==> src/rtl/undertale_pkg.sv <==
// ---------------------------------------------------------------------------
// undertale_pkg
//
// Shared definitions for the Undertale-style VGA game blocks (collision
// monitor, sprite movers, HUD).
//
//   H_LAST / V_LAST : coordinates of the last visible pixel of a 640x480 frame
//   HP_W            : width of the hit-point datapath
//   state_t         : player life state {ALIVE, INVULN, DEAD}
//   sat_sub         : saturating subtract used for HP damage
// ---------------------------------------------------------------------------
package undertale_pkg;

    localparam int H_LAST = 639;
    localparam int V_LAST = 479;
    localparam int HP_W   = 8;

    typedef enum logic [1:0] {
        ALIVE  = 2'd0,
        INVULN = 2'd1,
        DEAD   = 2'd2
    } state_t;

    // Returns a-b, clamped at zero instead of wrapping.
    function automatic logic [HP_W-1:0] sat_sub(input logic [HP_W-1:0] a,
                                                input logic [HP_W-1:0] b);
        return (a > b) ? (a - b) : '0;
    endfunction

endpackage

==> src/rtl/frame_strobe.sv <==
// ---------------------------------------------------------------------------
// frame_strobe
//
// Flags the last visible pixel of the frame. The pixel counters visit
// (H_LAST, V_LAST) exactly once per frame, so this is a one-cycle-per-frame
// strobe. Shared with the sprite movers so every block agrees on when a
// frame ends.
//
// Ports
//   xx        in  10  current pixel x
//   yy        in  10  current pixel y
//   frame_end out 1   high while (xx, yy) is the last visible pixel
// ---------------------------------------------------------------------------
module frame_strobe
    import undertale_pkg::*;
(
    input  logic [9:0] xx,
    input  logic [9:0] yy,
    output logic       frame_end
);

    assign frame_end = (xx == 10'(H_LAST)) && (yy == 10'(V_LAST));

endmodule

==> src/rtl/collision_monitor.sv <==
// ---------------------------------------------------------------------------
// collision_monitor
//
// Sits downstream of the heart and obstacle sprite generators. Any pixel
// where both masks are set inside the visible area is a collision; those are
// accumulated over a frame and acted on once, at the last pixel of the frame.
// A registered hit costs DAMAGE hit points and opens an invulnerability
// window of INVULN_FRAMES frames, during which further collisions are
// ignored and the obstacle sprite is blanked through isCollisionBig.
// Reaching zero HP parks the FSM in DEAD until restart.
//
// Optional feature macro: HIT_FLASH_EN
//   defined   : heart_blank blinks with FLASH_PERIOD frames per phase while
//               invulnerable (starts hidden on entry, forced visible on exit)
//   undefined : heart_blank is tied low and no flash counter exists
//
// Ports
//   Pclk             in  1   pixel clock
//   rst_n            in  1   asynchronous active-low reset
//   xx, yy           in  10  current pixel coordinates
//   aactive          in  1   visible-area flag
//   HeartSpriteOn    in  1   heart mask for the current pixel
//   ObstacleSpriteOn in  1   obstacle mask, pixel-aligned with the heart mask
//   restart          in  1   synchronous restore to HP_MAX / ALIVE
//   isCollisionBig   out 1   high for the whole invulnerability window
//   hit_pulse        out 1   one-cycle pulse when a hit is registered
//   hp               out 8   current hit points
//   game_over        out 1   high while DEAD
//   heart_blank      out 1   request to hide the heart sprite
//   fsm_state        out 2   life-state encoding, for debug and checkers
//
// Handshake: none. Inputs are sampled every Pclk cycle; outputs are
// registered and change on the cycle after the frame_end pixel (or after
// restart).
// ---------------------------------------------------------------------------
module collision_monitor
    import undertale_pkg::*;
#(
    parameter logic [HP_W-1:0] HP_MAX        = 8'd20,
    parameter logic [HP_W-1:0] DAMAGE        = 8'd4,
`ifdef HIT_FLASH_EN
    parameter logic [7:0]      FLASH_PERIOD  = 8'd4,
`endif
    parameter logic [7:0]      INVULN_FRAMES = 8'd60
) (
    input  logic            Pclk,
    input  logic            rst_n,
    input  logic [9:0]      xx,
    input  logic [9:0]      yy,
    input  logic            aactive,
    input  logic            HeartSpriteOn,
    input  logic            ObstacleSpriteOn,
    input  logic            restart,
    output logic            isCollisionBig,
    output logic            hit_pulse,
    output logic [HP_W-1:0] hp,
    output logic            game_over,
    output logic            heart_blank,
    output logic [1:0]      fsm_state
);

    logic            frame_end;
    logic            overlap;
    logic            frame_hit;
    logic            hit_latch;

    state_t          state;
    state_t          state_nxt;
    logic [HP_W-1:0] hp_nxt;
    logic [HP_W-1:0] hp_dmg;
    logic [7:0]      inv_cnt;
    logic [7:0]      inv_cnt_nxt;
    logic            hit_nxt;

    frame_strobe u_frame_strobe (
        .xx        (xx),
        .yy        (yy),
        .frame_end (frame_end)
    );

    // Overlap outside the visible area is blanking-interval garbage.
    assign overlap = aactive & HeartSpriteOn & ObstacleSpriteOn;

    // The frame_end pixel itself may collide; fold it in directly since the
    // latch is being cleared on that same cycle.
    assign frame_hit = hit_latch | overlap;

    assign hp_dmg = sat_sub(hp, DAMAGE);

    // Collision accumulator for the current frame.
    always_ff @(posedge Pclk or negedge rst_n) begin
        if (!rst_n) begin
            hit_latch <= 1'b0;
        end else if (restart || frame_end) begin
            hit_latch <= 1'b0;
        end else if (overlap) begin
            hit_latch <= 1'b1;
        end
    end

    // Life FSM: state register.
    always_ff @(posedge Pclk or negedge rst_n) begin
        if (!rst_n) begin
            state     <= ALIVE;
            hp        <= HP_MAX;
            inv_cnt   <= '0;
            hit_pulse <= 1'b0;
        end else begin
            state     <= state_nxt;
            hp        <= hp_nxt;
            inv_cnt   <= inv_cnt_nxt;
            hit_pulse <= hit_nxt;
        end
    end

    // Life FSM: next state and HP datapath. Only the frame_end cycle moves
    // the FSM; restart overrides everything, including a same-cycle hit.
    always_comb begin
        state_nxt   = state;
        hp_nxt      = hp;
        inv_cnt_nxt = inv_cnt;
        hit_nxt     = 1'b0;

        if (restart) begin
            state_nxt   = ALIVE;
            hp_nxt      = HP_MAX;
            inv_cnt_nxt = '0;
        end else if (frame_end) begin
            unique case (state)
                ALIVE: begin
                    if (frame_hit) begin
                        hit_nxt = 1'b1;
                        hp_nxt  = hp_dmg;
                        if (hp_dmg == '0) begin
                            state_nxt = DEAD;
                        end else begin
                            state_nxt   = INVULN;
                            // Counts down through 0, so the window spans
                            // INVULN_FRAMES frame_end cycles.
                            inv_cnt_nxt = INVULN_FRAMES - 8'd1;
                        end
                    end
                end
                INVULN: begin
                    if (inv_cnt == '0) begin
                        state_nxt = ALIVE;
                    end else begin
                        inv_cnt_nxt = inv_cnt - 8'd1;
                    end
                end
                DEAD: begin
                    hp_nxt = '0;
                end
                default: begin
                    state_nxt = ALIVE;
                end
            endcase
        end
    end

    assign isCollisionBig = (state == INVULN);
    assign game_over      = (state == DEAD);
    assign fsm_state      = state;

`ifdef HIT_FLASH_EN
    logic [7:0] flash_cnt;
    logic       blank_q;

    // Blink phase tracker. It restarts on every INVULN entry so each window
    // begins with the heart hidden, and it is cleared on exit so the heart
    // is always visible outside the window.
    always_ff @(posedge Pclk or negedge rst_n) begin
        if (!rst_n) begin
            flash_cnt <= '0;
            blank_q   <= 1'b0;
        end else if (restart) begin
            flash_cnt <= '0;
            blank_q   <= 1'b0;
        end else if (frame_end) begin
            if (state != INVULN && state_nxt == INVULN) begin
                flash_cnt <= '0;
                blank_q   <= 1'b1;
            end else if (state == INVULN && state_nxt != INVULN) begin
                flash_cnt <= '0;
                blank_q   <= 1'b0;
            end else if (state == INVULN) begin
                if (flash_cnt == FLASH_PERIOD - 8'd1) begin
                    flash_cnt <= '0;
                    blank_q   <= ~blank_q;
                end else begin
                    flash_cnt <= flash_cnt + 8'd1;
                end
            end
        end
    end

    assign heart_blank = blank_q;
`else
    assign heart_blank = 1'b0;
`endif

endmodule

==> config.mk <==
export PLATFORM = sky130hd
export DESIGN_NAME = collision_monitor
export DESIGN_NICKNAME = d
export VERILOG_FILES = /design/src/rtl/undertale_pkg.sv /design/src/rtl/frame_strobe.sv /design/src/rtl/collision_monitor.sv
export SDC_FILE = /design/constraint.sdc
export NUM_CORES = 1
export LEC_CHECK = 0
export BUFFER_PORTS_ARGS = -buffer_cell sky130_fd_sc_hd__buf_2
export CORE_MARGIN = 5
export CORE_UTILIZATION = 51
export DETAILED_ROUTE_END_ITERATION = 10
export PLACE_DENSITY_LB_ADDON = 0.12
export SYNTH_ARGS = -nofsm -noshare
export SYNTH_HDL_FRONTEND = slang
export SYNTH_SLANG_ARGS = --single-unit
==> constraint.sdc <==
create_clock -name Pclk -period 3 [get_ports Pclk]
set_input_delay 0.45 -clock Pclk [delete_from_list [all_inputs] [get_ports Pclk]]
set_output_delay 0.45 -clock Pclk [all_outputs]
set_load 0.02 [all_outputs]
==> results of run 1 <==
==> sequential cells by signal, summed over array words and instances, names as in the netlist <==
register   cells
hp             8
hit_pulse      1
hit_latch      1
fsm_state      2
inv_cnt        8
==> placed cells by master (no fill, tap or decap), types with 2 or more instances in the layout <==
cell type  Yosys  final
a221oi_1       3      3
or3_1          2      2
nand3_1        5      5
nand2_1       12     12
dfrtp_1       18     18
a21o_1         2      2
nor2_1        12     12
o21a_1         7      7
a211o_1        2      2
or4_1          5      5
nor3b_1        2      2
a211oi_1       5      5
nand4b_1       4      4
nor3_1         7      7
a21oi_1        6      6
a41oi_1        4      4
nand4_1        3      3
a31oi_1        4      4
clkbuf_4       0      3
inv_1         10     10
buf_2          2     38
ha_1           4      4
nor4_1         3      3
o21ai_0        7      7
o211ai_1       2      2
dfstp_2        2      2
nand2b_1       5      5
==> logic make-up after synthesis <==
family / after synthesis / share of synthesized area (%)
adder cells (fa/ha/maj): 4 / 3.65
flip-flops: 20 / 36.7
other: 1 / 0.274
AND/OR/NAND/NOR: 67 / 27.9
AO/OA/AOI/OAI: 48 / 25.6
buffers and inverters: 18 / 5.94
==> per-layer routing <==
layer	track usage (%)	vias to the layer above	share of wire, %	routed length (µm)
met1	25.5	689	40	1490
li1	-	668	-	-
met4	8.79	0	2.6	97
met2	39.5	57	52	1970
met3	3.31	14	5.3	201
met5	0	-	0	0
==> worst max-delay path, delay by kind of cell, from the launching register on <==
family,cells,cell delay [ps]
AO/OA/AOI/OAI,4,1060
adder cells (fa/ha/maj),1,270
buffers and inverters,1,80
flip-flops,1,600
AND/OR/NAND/NOR,1,270
==> per-stage QoR <==
| step | std cells | utilization [%] |
|---|---|---|
| 2_1_floorplan | 158 | - |
| 3_3_place_gp | 220 | 62.1 |
| 5_1_grt | 224 | 64.1 |
| 6_report | 224 | 64.1 |
| 3_5_place_dp | 220 | 62.1 |
| 4_1_cts | 224 | 64.1 |
==> area by class of cell <==
class                   instances  area, µm²
clock buffers                   3       22.5
inverters                      11       41.3
repair buffers                 39        198
flip-flops and latches         20        503
clock inverters                 1       30.0
multi-input cells             120        786
fillers                       219        905
well taps                      30       37.5
==> path summary, 6_finish.rpt <==
kind / from / end / cells past startpoint
setup / recovery: hp[2] / inv_cnt[1] / 7
hold / removal: rst_n / inv_cnt[4] / 1
setup reg to reg: hp[2] / inv_cnt[1] / 7
hold reg to reg: hp[4] / hp[4] / 2
max in group asynchronous: rst_n / hp[4] / 1
min in group Pclk: restart / inv_cnt[0] / 2
==> power by group through the flow <==
stage               Clock [mW]  Combinational (mW)  Sequential, mW
finish                   0.224              0.0681           0.284
floorplan                    0              0.0311           0.292
global placement             0              0.0659           0.288
global route             0.241              0.0758           0.285
detailed placement           0              0.0685           0.288
CTS                      0.229              0.0686           0.284
==> run_results.csv, run 1 <==
group,metric,value,unit
place,io_buffer_count,38,
timing,skew,3.01,ps
final_layout,post_route_cells_drive_above_1_share,25.8,%
logic_synthesis,yosys-top-cells-area,"dfrtp_1 33%, dfstp_2 3.8%, o21a_1 3.8%",
logic_synthesis,async_flop_share,100,%
logic_synthesis,synth-main-ff-cell,"dfrtp_1",
drt,drtPass1Iterations,5,
logic_synthesis,synth_cell_types,44,
logic_synthesis,yosysTopAreaCellShare,32.9,%
clock_network,insertion_delay,310,ps
final_layout,syn2layout_area_growth,18.1,%
timing,hold_viol,0,
power_and_ir_drop,power_leakage,0.739,nW
place,gp_congestion,0.892,
setup_path,r2r_slack,640,ps
power_and_ir_drop,switching_power,139,µW
final_layout,final_area,1620,µm²
logic_synthesis,yosys.area.top_type,"dfrtp_1",
power_and_ir_drop,power.internal,437,µW
logic_synthesis,synth_area,1370,µm²
setup_path,cp.arrival,2590,ps
power_and_ir_drop,p_per_area,356,nW/µm²
timing,tightest_slew,703,ps
setup_path,crit_path_end_kind,"flop",
place,dp_hpwl,2.90,mm
power_and_ir_drop,swShare,24.2,%
timing,setup_tns,0,ps
clock_network,clock_path_buffers,2,
grt,grt_overflow,0,
logic_synthesis,synth_seq_cells,20,
clock_network,ctsResizeCount,0,
place,place_ws,653,ps
logic_synthesis,mappedNetlistNets,188,
job,cap_violations,0,
power_and_ir_drop,power.share.sequential,49.4,%
timing,max_freq,0.424,GHz
setup_path,crit_type,"reg2reg",
timing,rsz0062_at_grt,"no",
setup_path,crit_path_top_delay_cell,"dfstp_2",
timing,setup_viol,0,
drt,drtIter0Drc,67,
drt,wirelength,3.76,mm
power_and_ir_drop,clockPowerShare,38.8,%
drt,vias,1428,
drt,ant_nets,0,
floorplanning,row_count,18,
outcome,status,"complete, no violations",
final_layout,antennaDiodeCount,0,
logic_synthesis,yosysMostFrequentCell,"dfrtp_1",
setup_path,cp-start-kind,"flop",
drt,post_drt_wl_per_cell,16.8,µm
setup_path,cp_max_fo,9,
logic_synthesis,synth_warnings,0,
floorplanning,die_x,61.8,µm
timing,worst_slack,641,ps
grt,antenna_found_initial,0,
setup_path,required,3230,ps
grt,grt_pass1_wl,6.20,mm
logic_synthesis,netlist_top_cells_count,"18 x dfrtp_1, 12 x nand2_1, 12 x nor2_1",
floorplanning,fp.dieH,61.8,µm
logic_synthesis,syn_avg_cell_area,8.67,µm²
timing,relSlewSlack,52.8,%
logic_synthesis,ys_seq_area_share,36.7,%
clock_network,cts_tree,"built",
timing,period_share,78.6,%
power_and_ir_drop,ir_worst_vdd,355,µV
clock_network,numCtsBuffers,3,
grt,first_global_vias,1462,
drt,vias_per_cell,6.38,
drt,drc,0,
setup_path,cp_cell_sequence,"inv_1, ha_1, or2_1, o21a_1, o31ai_4, a2111oi_0, a211oi_1",
clock_network,cts_root_buf,"clkbuf_4",
timing,finalCriticalPeriod,2360,ps
clock_network,htreeDepth,1,
logic_synthesis,synth_cells,158,
clock_network,clk_pin_slew_worst_paths,120,ps
floorplanning,die_area,3820,µm²
grt,grt_max_degree,21,
place,placed_cell_area,1570,µm²
clock_network,cts_setup_buffers,0,
floorplanning,fp.coreArea,2520,µm²
timing,maxSlewViolCount,0,
floorplanning,initial_core_util,54.3,%
power_and_ir_drop,p_comb_share,11.8,%
logic_synthesis,synth-edff-count,0,
setup_path,max_stage_delay,600,ps
clock_network,cts.sinks,20,
clock_network,cts_hold_buf,0,
min_path,hp-class,"in2async",
timing,hold_slack,71.9,ps
floorplanning,ios,40,
power_and_ir_drop,total_power,576,µW
final_layout,nNetsFinal,225,
grt,track_usage,21.8,%
No activity file was read; power rests on OpenSTA's default activity.
==> run 2: changes to the inputs <==
--- a/config.mk
+++ b/config.mk
@@ -5,9 +5,10 @@
 export SDC_FILE = /design/constraint.sdc
 export NUM_CORES = 1
 export LEC_CHECK = 0
+export ABC_AREA = 1
 export BUFFER_PORTS_ARGS = -buffer_cell sky130_fd_sc_hd__buf_2
 export CORE_MARGIN = 5
-export CORE_UTILIZATION = 51
+export CORE_UTILIZATION = 52
 export DETAILED_ROUTE_END_ITERATION = 10
 export PLACE_DENSITY_LB_ADDON = 0.12
 export SYNTH_ARGS = -nofsm -noshare
==> constraint.sdc (replaced) <==
create_clock -name Pclk -period 2.3 [get_ports Pclk]
set_input_delay 0.345 -clock Pclk [delete_from_list [all_inputs] [get_ports Pclk]]
set_output_delay 0.345 -clock Pclk [all_outputs]
set_load 0.02 [all_outputs]
==> run 2 against run 1 <==
Against the previous run:
- register-to-register slack worse by 240 ps
- worst setup slack worse by 240 ps
- die area is 4.6% higher
- maximum frequency is 24% higher
- total power grew to 3.4 times the previous value
- core utilization is 0.70 points lower
- largest cell class unchanged
==> run_results.csv, run 2 <==
group,metric,value,unit
timing,setup_tns,0,ps
drt,ant_nets,0,
clock_network,cts_tree,"built",
logic_synthesis,synth_simple_gate_area_share,45.3,%
grt,grt_max_degree,21,
logic_synthesis,synth_warnings,0,
timing,max_freq,0.526,GHz
logic_synthesis,synth-edff-count,0,
drt,drtPass1Iterations,4,
logic_synthesis,synth_cell_types,26,
min_path,hp-class,"in2reg",
timing,hold_slack,325,ps
grt,track_usage,16.9,%
drt,drtIter0Drc,48,
setup_path,required,2540,ps
place,gp_congestion,0.855,
final_layout,layout_common_cells,"71 x nand2_1, 38 x buf_2, 31 x inv_1, 24 x nand3_1, 23 x nor2_1",
timing,hold_viol,0,
floorplanning,die_area,4000,µm²
logic_synthesis,mappedNetlistNets,249,
min_path,whs_path_depth,4,
timing,setup_viol,0,
logic_synthesis,synth-main-ff-cell,"dfrtp_1",
logic_synthesis,netlist_top_cells_count,"71 x nand2_1, 31 x inv_1, 24 x nand3_1",
logic_synthesis,syn_avg_cell_area,6.73,µm²
job,cap_violations,0,
setup_path,crit_path_top_delay_cell,"dfstp_2",
setup_path,r2r_slack,400,ps
logic_synthesis,synth_cells,219,
logic_synthesis,yosysMostFrequentCell,"nand2_1",
place,io_buffer_count,38,
clock_network,cts_setup_buffers,0,
setup_path,crit_path_end_kind,"flop",
timing,skew,7.54,ps
setup_path,reg2reg_from,"hp[2]",
final_layout,antennaDiodeCount,0,
clock_network,cts.sinks,20,
setup_path,crit_type,"reg2reg",
final_layout,syn2layout_area_growth,17.7,%
setup_path,reg2reg_depth,13,
final_layout,nNetsFinal,291,
timing,rsz0062_at_grt,"no",
setup_path,cp_max_fo,9,
grt,grt_overflow,0,
floorplanning,ios,40,
drt,vias_per_cell,5.01,
clock_network,cts_root_buf,"clkbuf_4",
logic_synthesis,synth_xor_area_share,0,%
clock_network,insertion_delay,300,ps
setup_path,path_delay_family,"simple AND/OR/NAND/NOR gates",
drt,post_drt_wl_per_cell,11.1,µm
grt,first_global_vias,1341,
logic_synthesis,synth_seq_cells,20,
clock_network,clk_pin_slew_worst_paths,120,ps
power_and_ir_drop,total_power,1.95,mW
place,dp_hpwl,2.57,mm
logic_synthesis,ys_seq_area_share,34.1,%
timing,period_share,82.7,%
floorplanning,fp.dieH,63.2,µm
setup_path,critical_path_buf_inv_count,2,
logic_synthesis,synthAdderAreaFrac,3.40,%
timing,maxSlewViolCount,0,
grt,grt_pass1_wl,5.59,mm
logic_synthesis,yosys.area.top_type,"dfrtp_1",
logic_synthesis,synth_top_family_by_area,"simple AND/OR/NAND/NOR gates",
final_layout,post-route-util,63.4,%
min_path,hold_path_end,"hit_pulse",
clock_network,numCtsBuffers,3,
drt,vias,1457,
place,dp.cells,286,
drt,drc,0,
drt,wirelength,3.22,mm
clock_network,htreeDepth,1,
final_layout,n_fill_cell,279,
logic_synthesis,synth_compound_gate_area_share,7.22,%
logic_synthesis,async_flop_share,100,%
logic_synthesis,synthMuxAreaShare,0,%
grt,antenna_found_initial,0,
clock_network,ctsResizeCount,0,
power_and_ir_drop,ir_worst_vdd,1010,µV
floorplanning,die_x,63.2,µm
outcome,status,"complete, no violations",
min_path,hp-start,"xx[7]",
final_layout,finalNonFillerCells,291,
setup_path,timing.rr.end,"inv_cnt[3]",
setup_path,cp-start-kind,"flop",
setup_path,max_stage_delay,590,ps
setup_path,cp.arrival,2150,ps
power_and_ir_drop,p_per_area,1120,nW/µm²
setup_path,cp_cell_sequence,"inv_1, ha_1, inv_1, nand2_1, nand2_1, nand2_1, nor2_2, nand3_2, nand2_4, nand2_4, nand2_4, nand2_1, nand2_1",
final_layout,post_route_cells_drive_above_1_share,25.8,%
floorplanning,initial_core_util,53.9,%
logic_synthesis,synth_area,1470,µm²
power_and_ir_drop,power_leakage,0.968,nW
logic_synthesis,yosys-top-cells-area,"dfrtp_1 31%, nand2_1 18%, nand3_1 8.1%",
floorplanning,fp.coreArea,2730,µm²
setup_path,crit_top_cell,"nand2_1",
final_layout,final_common_cell,"nand2_1",
timing,finalCriticalPeriod,1900,ps
clock_network,clock_path_buffers,2,
logic_synthesis,yosysTopAreaCellShare,30.6,%
floorplanning,row_count,19,
[run 2: worst max-delay path by stage]
stage,start,cells past startpoint,endpoint
finish,hp[2],13,inv_cnt[3]
detailed placement,hp[2],13,inv_cnt[6]
CTS,hp[2],13,inv_cnt[3]
global route,hp[2],13,inv_cnt[5]
global placement,hp[2],12,inv_cnt[0]
floorplan,hp[2],12,inv_cnt[3]
[run 2: metrics by stage]
| step | setup slack (ps) | area (µm²) |
|---|---|---|
| finish | 398 | 1730 |
| global route | 213 | 1730 |
| CTS | 398 | 1730 |
| detailed placement | 421 | 1690 |
| global placement | 474 | 1690 |
| floorplan | 487 | 1470 |
[run 2: layout make-up]
| type | count | area (µm²) | share of cell area, % |
|---|---|---|---|
| Inverter | 34 | 128 | 7.36 |
| Tap cell | 31 | 38.8 | 2.24 |
| Clock buffer | 4 | 36.3 | 2.09 |
| Timing Repair Buffer | 39 | 200 | 11.5 |
| Sequential cell | 20 | 503 | 29.0 |
| Multi-Input combinational cell | 163 | 828 | 47.8 |
[run 2: where the power goes]
group	switching (mW)	total, mW	internal, mW
Combinational	0.748	1.13	0.384
Sequential	0.136	0.605	0.470
Clock	0.113	0.209	0.0965
Total	0.996	1.95	0.950
[run 2: kinds of logic after synthesis]
group / count (synthesis)
AOI/OAI and AO/OA: 16
adders and majority gates: 4
buffers and inverters: 36
DFF: 20
other: 1
and+or+nand+nor: 142
[run 2: repair_timing]
action / 4_1_cts / 5_1_grt
hold endpoints to repair: 18 / 0
setup endpoints to repair: 0 / 0
hold buffers: 1 / 0
[run 2: worst min-delay path, cell delays in order]
cell	delay, ps
buf_2	80
nor2_1	40
nand3_2	90
nor3_1	50
[run 2: metal layers]
metal	wire length [µm]	GRT usage, %
met3	118	2.84
met1	1380	20.3
met2	1690	31.0
met5	0	0
met4	31	3.90
==> run 3: changes to the inputs <==
==> constraint.sdc (replaced) <==
create_clock -name Pclk -period 1.97 [get_ports Pclk]
set_input_delay 0.2955 -clock Pclk [delete_from_list [all_inputs] [get_ports Pclk]]
set_output_delay 0.2955 -clock Pclk [all_outputs]
set_load 0.02 [all_outputs]
==> run 3 against run 2 <==
Against the previous run:
- critical path depth is 1 lower
- sequential power is 16% higher
- global-route usage is 0.068 points higher
- clock power is 18% higher
- non-clock buffer count is 1 higher
- highest routed layer unchanged
- first-iteration DRC count is 10% higher
- worst hold slack worse by 44 ps
- sequential share of layout area is 0.45 points lower
- clock skew is 2.0 ps lower
- wire length hardly changed
- register-to-register slack worse by 230 ps
- final cell count is 0.34% higher
==> run_results.csv, run 3 (synthesized netlist as in run 2, its figures left out) <==
group,metric,value,unit
final_layout,post_route_cells_drive_above_1_share,26.8,%
clock_network,clk_pin_slew_worst_paths,120,ps
floorplanning,ios,40,
drt,ant_nets,0,
floorplanning,row_count,19,
place,place_ws,90.3,ps
timing,hold_viol,0,
grt,grt_max_degree,21,
setup_path,crit_type,"reg2reg",
drt,post_drt_wl_per_cell,11.0,µm
drt,wirelength,3.23,mm
drt,drtPass1Iterations,4,
job,cap_violations,0,
grt,top_usage_layer,"met2",
timing,maxSlewViolCount,0,
clock_network,insertion_delay,300,ps
timing,setup_viol,0,
grt,grt_use_met2,32.1,%
drt,vias_per_cell,4.87,
clock_network,cts.sinks,20,
power_and_ir_drop,power_leakage,0.968,nW
min_path,hp-start,"xx[7]",
power_and_ir_drop,p_per_area,1330,nW/µm²
grt,met3_usage,2.84,%
timing,period_share,91.3,%
grt,first_global_vias,1366,
drt,drc,0,
place,dp_hpwl,2.56,mm
timing,worst_slack,171,ps
setup_path,cp_max_fo,9,
grt,track_usage,17.0,%
timing,max_freq,0.556,GHz
power_and_ir_drop,clockPowerShare,10.6,%
grt,grt_pass1_wl,5.62,mm
clock_network,htreeDepth,1,
grt,antenna_found_initial,0,
power_and_ir_drop,swShare,51.2,%
final_layout,syn2layout_area_growth,19.5,%
setup_path,cp-start-kind,"flop",
final_layout,final_area,1760,µm²
min_path,hp-class,"in2reg",
final_layout,nNetsFinal,292,
setup_path,critPathLaunch,"hp[2]",
floorplanning,initial_core_util,53.9,%
outcome,status,"complete, no violations",
drt,drtIter0Drc,53,
place,gp_congestion,0.855,
setup_path,required,2220,ps
place,placed_cell_area,1690,µm²
place,io_buffer_count,38,
power_and_ir_drop,power.share.sequential,30.0,%
clock_network,cts_root_buf,"clkbuf_4",
power_and_ir_drop,switching_power,1.20,mW
floorplanning,fp.dieH,63.2,µm
clock_network,cts_tree,"built",
final_layout,n_fill_cell,265,
timing,finalCriticalPeriod,1800,ps
final_layout,layout_common_cells,"71 x nand2_1, 38 x buf_2, 30 x inv_1, 24 x nand3_1, 23 x nor2_1",
final_layout,final_common_cell,"nand2_1",
clock_network,clock_path_buffers,2,
setup_path,crit_path_end_kind,"flop",
clock_network,numCtsBuffers,3,
final_layout,antennaDiodeCount,0,
setup_path,cp.arrival,2050,ps
power_and_ir_drop,power.internal,1.14,mW
grt,met1_usage,19.6,%
timing,skew,5.59,ps
setup_path,reg2reg_from,"hp[2]",
floorplanning,die_area,4000,µm²
power_and_ir_drop,p_comb_share,59.4,%
grt,grt_overflow,0,
power_and_ir_drop,ir_worst_vdd,1090,µV
floorplanning,die_x,63.2,µm
timing,rsz0062_at_grt,"no",
drt,vias,1423,
timing,setup_tns,0,ps
floorplanning,fp.coreArea,2730,µm²
run 3: worst paths after layout:
path / to / cells after the start / slack, ps
max in group asynchronous: hp[4] / 2 / 1170
worst min-delay path: hit_pulse / 4 / 280
worst max-delay path: inv_cnt[5] / 12 / 170
worst max register to register: inv_cnt[5] / 12 / 170
min in group asynchronous: inv_cnt[4] / 2 / 460
worst min register to register: inv_cnt[0] / 2 / 490
run 3: power groups by stage:
stage / combinational [mW] / sequential, mW / clock, mW
after floorplan: 0.959 / 0.764 / 0
after global placement: 1.31 / 0.710 / 0
after detailed placement: 1.32 / 0.712 / 0
after CTS: 1.33 / 0.705 / 0.255
after global routing: 1.57 / 0.723 / 0.277
final: 1.39 / 0.703 / 0.247
run 3: layout make-up:
type / instances / area [µm²] / area share [%]
clock buffer: 4 / 36.3 / 2.06
inverter: 34 / 128 / 7.24
multi-input combinational: 163 / 848 / 48.2
sequential: 20 / 503 / 28.6
tap: 31 / 38.8 / 2.20
timing repair buffer: 40 / 208 / 11.8
run 3: worst max-delay path, stage by stage (launching register included):
cell and delay (ps):
dfstp_2 590, inv_2 60, ha_2 320, nand2_1 50
nor2_1 80, nand2_1 70, nor2_2 90, nand3_2 90
nand2_4 100, nand2_8 90, nand2_8 100, nand2_1 50
nand2_1 50
run 3: through the flow:
step	hold slack, ps	power (mW)	instances	util, %
2_1_floorplan	-0.0911	1.72	219	-
3_3_place_gp	276	2.02	286	61.7
3_5_place_dp	280	2.03	286	61.7
4_1_cts	276	2.29	291	63.4
5_1_grt	311	2.57	292	64.4
6_report	281	2.34	292	64.4
run 3: metal layers:
metal	wire length, µm	part of all wire, %
met1	1370	42
met2	1710	53
met3	115	3.6
met4	31	0.96
met5	0	0
run 3: timing repair:
action,CTS,global route
setup buffers,0,1
gates resized for setup,0,4
endpoints found under the setup margin,0,8
hold endpoints to repair,18,0
hold buffers,1,0
